[src/rtl/otter_iobus_timer.sv]
// otter_iobus_timer: memory-mapped programmable down-counter timer on the OTTER IOBUS.
// Registers in a 16-byte window at BASE_ADDR:
//   0x0 CTRL   [0] EN, [1] AUTO, [2] IE, [PRESC_W+7:8] PRESC
//   0x4 LOAD   reload value
//   0x8 COUNT  current count (read-only)
//   0xC STATUS [0] EXP, write-1-to-clear
// Read data is registered, so it arrives one cycle after the address.
// Optional build macro OTMR_PULSE_INTR_EN: INTR becomes a fixed-width pulse
// of INTR_PULSE_CYCLES cycles on each rise of (EXP & IE) instead of a level.

module otter_iobus_timer #(
   parameter logic [31:0] BASE_ADDR         = 32'h1100_0200,
   parameter int          PRESC_W           = 8,
   parameter int          INTR_PULSE_CYCLES = 4
) (
   input  logic        CLK,
   input  logic        RESET,
   input  logic [31:0] IOBUS_ADDR,
   input  logic [31:0] IOBUS_OUT,
   input  logic        IOBUS_WR,
   output logic [31:0] IO_RD_DATA,
   output logic        INTR
);

   typedef enum logic [1:0] {
      OFF_CTRL   = 2'd0,
      OFF_LOAD   = 2'd1,
      OFF_COUNT  = 2'd2,
      OFF_STATUS = 2'd3
   } reg_off_t;

   // architectural state
   logic               en, auto_rl, ie, exp_flag;
   logic [PRESC_W-1:0] presc, presc_cnt;
   logic [31:0]        load_val, count;

   // next-state values
   logic               en_n, auto_rl_n, ie_n, exp_flag_n;
   logic [PRESC_W-1:0] presc_n, presc_cnt_n;
   logic [31:0]        load_val_n, count_n, rd_data_n, ctrl_word;

   logic     hit, wr_hit, tick;
   reg_off_t off;

   // byte lanes are not decoded; every access is a full word
   logic unused_addr_bits;
   assign unused_addr_bits = ^IOBUS_ADDR[1:0];

   assign hit    = (IOBUS_ADDR[31:4] == BASE_ADDR[31:4]);
   assign off    = reg_off_t'(IOBUS_ADDR[3:2]);
   assign wr_hit = IOBUS_WR && hit;
   assign tick   = en && (presc_cnt == presc);

   // next-state logic: counting first, then bus writes so a CTRL write overrides expiry
   always_comb begin
      // NOTE: every variable gets a default first so no path leaves it unassigned (no latch).
      en_n        = en;
      auto_rl_n   = auto_rl;
      ie_n        = ie;
      presc_n     = presc;
      load_val_n  = load_val;
      count_n     = count;
      presc_cnt_n = presc_cnt;
      exp_flag_n  = exp_flag;

      if (en) presc_cnt_n = tick ? '0 : presc_cnt + 1'b1;

      if (tick) begin
         if (count != 32'd0) begin
            count_n = count - 1'b1;
         end else if (auto_rl) begin
            count_n = load_val;   // old LOAD even if LOAD is written this cycle
         end else begin
            en_n = 1'b0;
         end
      end

      if (wr_hit) begin
         case (off)
            OFF_CTRL: begin
               en_n      = IOBUS_OUT[0];
               auto_rl_n = IOBUS_OUT[1];
               ie_n      = IOBUS_OUT[2];
               presc_n   = IOBUS_OUT[PRESC_W+7:8];
               if (!en && IOBUS_OUT[0]) begin
                  count_n     = load_val;
                  presc_cnt_n = '0;
               end
            end
            OFF_LOAD:   load_val_n = IOBUS_OUT;
            OFF_STATUS: if (IOBUS_OUT[0]) exp_flag_n = 1'b0;
            default: ;
         endcase
      end

      // expiry sets EXP after the clear so a same-cycle set wins
      if (tick && count == 32'd0) exp_flag_n = 1'b1;
   end

   // read mux from current register values
   always_comb begin
      ctrl_word                = '0;
      ctrl_word[2:0]           = {ie, auto_rl, en};
      ctrl_word[PRESC_W+7:8]   = presc;
      rd_data_n                = '0;
      if (hit) begin
         case (off)
            OFF_CTRL:   rd_data_n = ctrl_word;
            OFF_LOAD:   rd_data_n = load_val;
            OFF_COUNT:  rd_data_n = count;
            OFF_STATUS: rd_data_n = {31'd0, exp_flag};
            default:    rd_data_n = '0;
         endcase
      end
   end

`ifdef OTMR_PULSE_INTR_EN
   logic [3:0] pulse_cnt, pulse_cnt_n;
   logic       intr_rise;

   assign intr_rise = (exp_flag_n && ie_n) && !(exp_flag && ie);

   // pulse length counter, restarted by every rise of EXP & IE
   always_comb begin
      pulse_cnt_n = (pulse_cnt != 4'd0) ? pulse_cnt - 1'b1 : 4'd0;
      if (intr_rise) pulse_cnt_n = 4'(INTR_PULSE_CYCLES);
   end

   // pulse counter and registered INTR
   always_ff @(posedge CLK) begin
      if (RESET) begin
         pulse_cnt <= '0;
         INTR      <= 1'b0;
      end else begin
         pulse_cnt <= pulse_cnt_n;
         INTR      <= (pulse_cnt_n != 4'd0);
      end
   end
`else
   // level interrupt: follows the next EXP qualified by IE
   always_ff @(posedge CLK) begin
      if (RESET) INTR <= 1'b0;
      else       INTR <= exp_flag_n && ie_n;
   end
`endif

   // register state and registered read data
   always_ff @(posedge CLK) begin
      // NOTE: sequential state uses non-blocking assignments so all registers update together.
      if (RESET) begin
         en         <= 1'b0;
         auto_rl    <= 1'b0;
         ie         <= 1'b0;
         presc      <= '0;
         load_val   <= '0;
         count      <= '0;
         presc_cnt  <= '0;
         exp_flag   <= 1'b0;
         IO_RD_DATA <= '0;
      end else begin
         en         <= en_n;
         auto_rl    <= auto_rl_n;
         ie         <= ie_n;
         presc      <= presc_n;
         load_val   <= load_val_n;
         count      <= count_n;
         presc_cnt  <= presc_cnt_n;
         exp_flag   <= exp_flag_n;
         IO_RD_DATA <= rd_data_n;
      end
   end

endmodule
[config.mk]
export PLATFORM = sky130hd
export DESIGN_NAME = otter_iobus_timer
export DESIGN_NICKNAME = d
export VERILOG_FILES = /design/src/rtl/otter_iobus_timer.sv
export SDC_FILE = /design/constraint.sdc
export NUM_CORES = 1
export LEC_CHECK = 0
export ABC_AREA = 1
export CAP_MARGIN = 20
export CORE_MARGIN = 3
export CORE_UTILIZATION = 35
export CTS_CLUSTER_SIZE = 40
export DETAILED_ROUTE_END_ITERATION = 12
export HOLD_SLACK_MARGIN = 0.05
export SETUP_SLACK_MARGIN = 0.3
export SYNTH_ARGS = -nofsm -noshare
export SYNTH_HDL_FRONTEND = slang
export SYNTH_SLANG_ARGS = --single-unit
[constraint.sdc]
create_clock -name CLK -period 5.01 [get_ports CLK]
set_clock_uncertainty 0.15 [all_clocks]
set_input_delay 1.002 -clock CLK [delete_from_list [all_inputs] [get_ports CLK]]
set_output_delay 1.002 -clock CLK [all_outputs]
set_load 0.005 [all_outputs]
# After elaboration in Yosys (flattened, before gate mapping)
# Cells that the tools add are included.
# word_totals
regBits,117
latch_bits,0
ramBits,0
romBits,0
in_bits,67
output_inout_bits,33
memories,0
# classes
addsub,2
mul,0
div,0
order_cmp,0
eq_ne,5
shifts,0
mux,23
bitwise_logic,1
n_reduce_logical,12
# ops
op,n
2-to-1 mux 32 bit,6
one-hot mux 32 bit (4 select lines),1
2-to-1 mux 8 bit,5
logical NOT 32 bit,1
nonzero test 32 bit,1
"subtractor 32 x 1 -> 32 bit, second input constant",1
"equality test 28 x 25 -> 1 bit, second input constant",1
2-to-1 mux 1 bit,11
"adder 8 x 1 -> 8 bit, second input constant",1
equality test 8 bit,1
logical AND 1 bit,5
"equality test 2 bit, second input constant",2
AND reduction 2 bit,2
"equality test 2 x 1 -> 1 bit, second input constant",1
logical NOT 2 bit,1
OR reduction 2 bit,1
logical NOT 1 bit,1
inverter 1 bit,1

# Logic depth before layout (Yosys ltp)
# logic_depth
depth_word,7
mapped_depth,13

# Worst setup path after synthesis
# OpenSTA, ideal clock, no wires.
# synth_timing
path_kind,input-to-reg
from,in IOBUS_ADDR[29]
to,reg count[11]
arrival_ns,2.095
t_required_ns,4.747
path_slack_ns,2.652
stages,12
n_path_buf,2
cell_sequence,inv_1 > nand2_1 > nor2_1 > inv_1 > nor2_1 > nand3_2 > nor2_2 > buf_4 > buf_4 > nand4_1 > nand3_1 > nor2_1
# synth_via
elab_chain_len,3
# synth_rtl
item,line,text
"start, declared",18,"input logic [31:0] IOBUS_ADDR,"
equality test 28 x 25 -> 1 bit,49,assign hit = (IOBUS_ADDR[31:4] == BASE_ADDR[31:4]);
logical AND 1 bit,51,assign wr_hit = IOBUS_WR && hit;
2-to-1 mux 32 bit,78,if (wr_hit) begin
"end signal, assigned",166,count <= count_n;
"end, declared",35,"logic [31:0] load_val, count;"
# Every way passes these cells.
# A chain may end at the register's enable or synchronous reset.

# Worst setup path in the final report
# layout_timing
from,in IOBUS_ADDR[17]
to,reg count[27]
# The elaborated chain is that of the path after synthesis.

==> key figures <==
Timing
  – Final min period: 3120 ps
  – Fmax: 320 MHz
  – Actual slew at the worst max-slew pin: 1020 ps
  – Slew Viols, Final: 0
  – RSZ-0062 raised after global routing: no
  – Post-route clock period utilization: 62.3%
  – Normalized max-slew margin: 31.3%
  – Setup TNS Final: 0 ps
  – Hold Vio Cnt, Final: 0
  – Final setup violation count: 0

Clocking
  – Setup Buffers After CTS: 0
  – H-tree depth: 4
  – Max Root-Sink Buffers: 2
  – Clock Latency Late Sink: 430 ps
  – CTS clk-pin slew, worst paths: 60 ps
  – Clock sink count: 117
  – Total CTS buffers: 17
  – Hold-fix buffers at CTS: 0
  – Resized Gates After CTS: 0
  – CTS tree: done
  – Root buf cell: clkbuf_16

Logic synthesis
  – Largest area contributor in the netlist: dfxtp_1
  – Synthesized area: 6830 um2
  – Syn nets: 1119
  – Main combinational cell family by area after synthesis: simple AND/OR/NAND/NOR gates
  – Mux contribution to synthesized area: 0%
  – Mapped Cells: 1049
  – Top post-synthesis cells by area: dfxtp_1 (34%), nand2_1 (12%), nor2_1 (9.3%), nand3_1 (7.0%), inv_1 (5.9%)
  – Post-synthesis sequential area ratio: 34.3%
  – Synth cell types: 39
  – Synth Register Bits: 117
  – Ys async rst share: 0%
  – Syn avg cell area: 6.51 um2
  – Main synth FF type: dfxtp_1
  – Synth warn: 0
  – Most common cell in the netlist: nand2_1
  – Post-synth EDFFs: 0
  – Post-synthesis xor/xnor area fraction: 3.46%
  – Simple-gate share of the synthesized area: 37.7%
  – Post-synth top cells: nand2_1 (221), nor2_1 (169), dfxtp_1 (117)
  – Adder-Cell Fraction of Synth Area: 0.550%
  – Top-area cell type share of the netlist area: 34.3%
  – Synth Area in Compound Gates: 13.2%

Worst setup path
  – Most used cell, CP: nor2_1
  – Required @ worst endpoint: 5230 ps
  – CP Max Fanout: 22
  – Worst path cell trace: clkdlybuf4s50_1 -> inv_1 -> nand2_1 -> nor2_1 -> nand2_1 -> nor2_1 -> nand3_1 -> nor2_4 -> nand3_2 -> nand2_2 -> nor2_1 -> nor2_1
  – Worst setup path class: in2reg
  – Slowest stage delay, CP: 520 ps
  – CP max-delay cell: nand2_2
  – Worst EP arrival: 3340 ps
  – Worst Setup End Kind: flip-flop
  – FF-to-FF path depth: 9
  – Startpoint Class: input pin

Die
  – # rows: 50
  – Die width: 146 um
  – Initial core utilization: 36.0%
  – Die area: 21200 um2
  – Num ports: 100
  – Die Y: 146 um
  – Core footprint: 19000 um2

Min path
  – WHS Path Cells: 2
  – Worst min path class: reg2reg

Power and ir drop
  – Pwr per Cell Area: 277 nW/um2
  – Leakage power: 3.31 nW
  – Maximum VDD drop: 228 uV

Drt
  – Initial DRT Pass Iterations: 5
  – DRC Markers: 0
  – Detailed Route WL: 21.2 mm
  – Via density per instance: 5.02
  – Initial drt markers: 524
  – Post-route ant nets: 0
  – Via count: 7003
  – Wire per inst: 15.2 um

Place
  – RD Place Congestion: 0.915
  – Port buffer count: 97
  – Detailed placement HPWL: 14.0 mm
  – Placed Instance Area: 7910 um2

GRT
  – Wire length of the first global-routing pass: 34.9 mm
  – M3 GR Usage: 4.39%
  – GRT met1 Usage: 26.3%
  – Largest net degree at the start of global routing: 68
  – Gr ovfl total: 0
  – GRT Max-Usage Layer: met2
  – Antenna violations before repair: 0
  – Total GRT Usage: 20.1%
  – Vias in the first global route: 6767
  – Routing usage on met2: 33.5%

Final layout
  – Ant. Diodes: 0
  – Area Overhead vs Synth: 25.4%
  – Filler cells: 1994
  – Final Cell Area: 8560 um2
  – Nets: 1191
  – Ratio of cells with drive above 1 in the final layout: 7.67%

Run status
  – Status: complete, no violations

Job
  – Max-cap violation count: 0
## report_power, final
part	leakage [nW]	internal, mW	switching [mW]
sequential	0.942	0.931	0.000000000901
clock	0.306	0.883	0.447
combinational	2.06	0.0566	0.0540
## through the flow
stage | hold slack, ps | power [mW] | instances | worst slack (ps) | util (%)
after floorplan | 295 | 0.990 | 1049 | 2650 | -
after global placement | 313 | 1.06 | 1361 | 1490 | 41.7
after detailed placement | 309 | 1.06 | 1361 | 1460 | 41.7
after CTS | 318 | 2.39 | 1393 | 1910 | 45.1
after global routing | 330 | 2.44 | 1394 | 1580 | 45.2
final | 314 | 2.37 | 1394 | 1890 | 45.2
## kinds of logic after synthesis
kind of cell,Yosys count
and+or+nand+nor,573
buffers and inverters,174
AOI/OAI and AO/OA,155
DFF,117
xor gates and xnor gates,27
adders and majority gates,3
## placed cells by master (no fill, tap or decap), drive strengths merged, types with 21 or more instances in the layout
cell type	Yosys	layout
clkdlybuf4s50	0	97
a21oi	54	54
nor2	188	188
o21ai	55	55
clkbuf	29	24
inv	118	118
nand3	103	103
nand4	40	40
dfxtp	117	117
a211oi	22	22
xor2	21	21
nand2	227	227
## path summary, 6_finish.rpt
check,startpoint,endpoint,slack (ps)
setup / recovery,IOBUS_ADDR[17],count[27]$_SDFF_PP0_,1890
hold / removal,load_val[16]$_SDFFE_PP0P_,IO_RD_DATA[16]$_SDFF_PP0_,310
setup reg to reg,presc[5]$_SDFFE_PP0P_,count[1]$_SDFF_PP0_,2370
hold reg to reg,load_val[16]$_SDFFE_PP0P_,IO_RD_DATA[16]$_SDFF_PP0_,310
## routing by layer
metal	up-vias	part of all wire [%]
met4	0	1.4
met3	27	5.7
li1	3579	-
met2	186	47
met1	3211	46
met5	-	0
## flip-flops by register name, summed over array words and instances (netlist names)
register and cells:
IO_RD_DATA 32, count 32, load_val 32, presc 8, presc_cnt 8, INTR 1, auto_rl 1, en 1
exp_flag 1, ie 1
## cell type report
class | instances | area, um2 | area share [%]
repair buffers | 106 | 1050 | 12.3
well taps | 260 | 325 | 3.80
flip-flops and latches | 117 | 2340 | 27.4
multi-input cells | 758 | 3750 | 43.8
clock buffers | 24 | 492 | 5.74
clock inverters | 8 | 145 | 1.70
inverters | 121 | 454 | 5.30
## worst max-delay path, delay by kind of cell
kind | cells | cell delay (ps)
and+or+nand+nor | 10 | 1810
buffers and inverters | 2 | 500
Power figures use the tool's default switching activity.
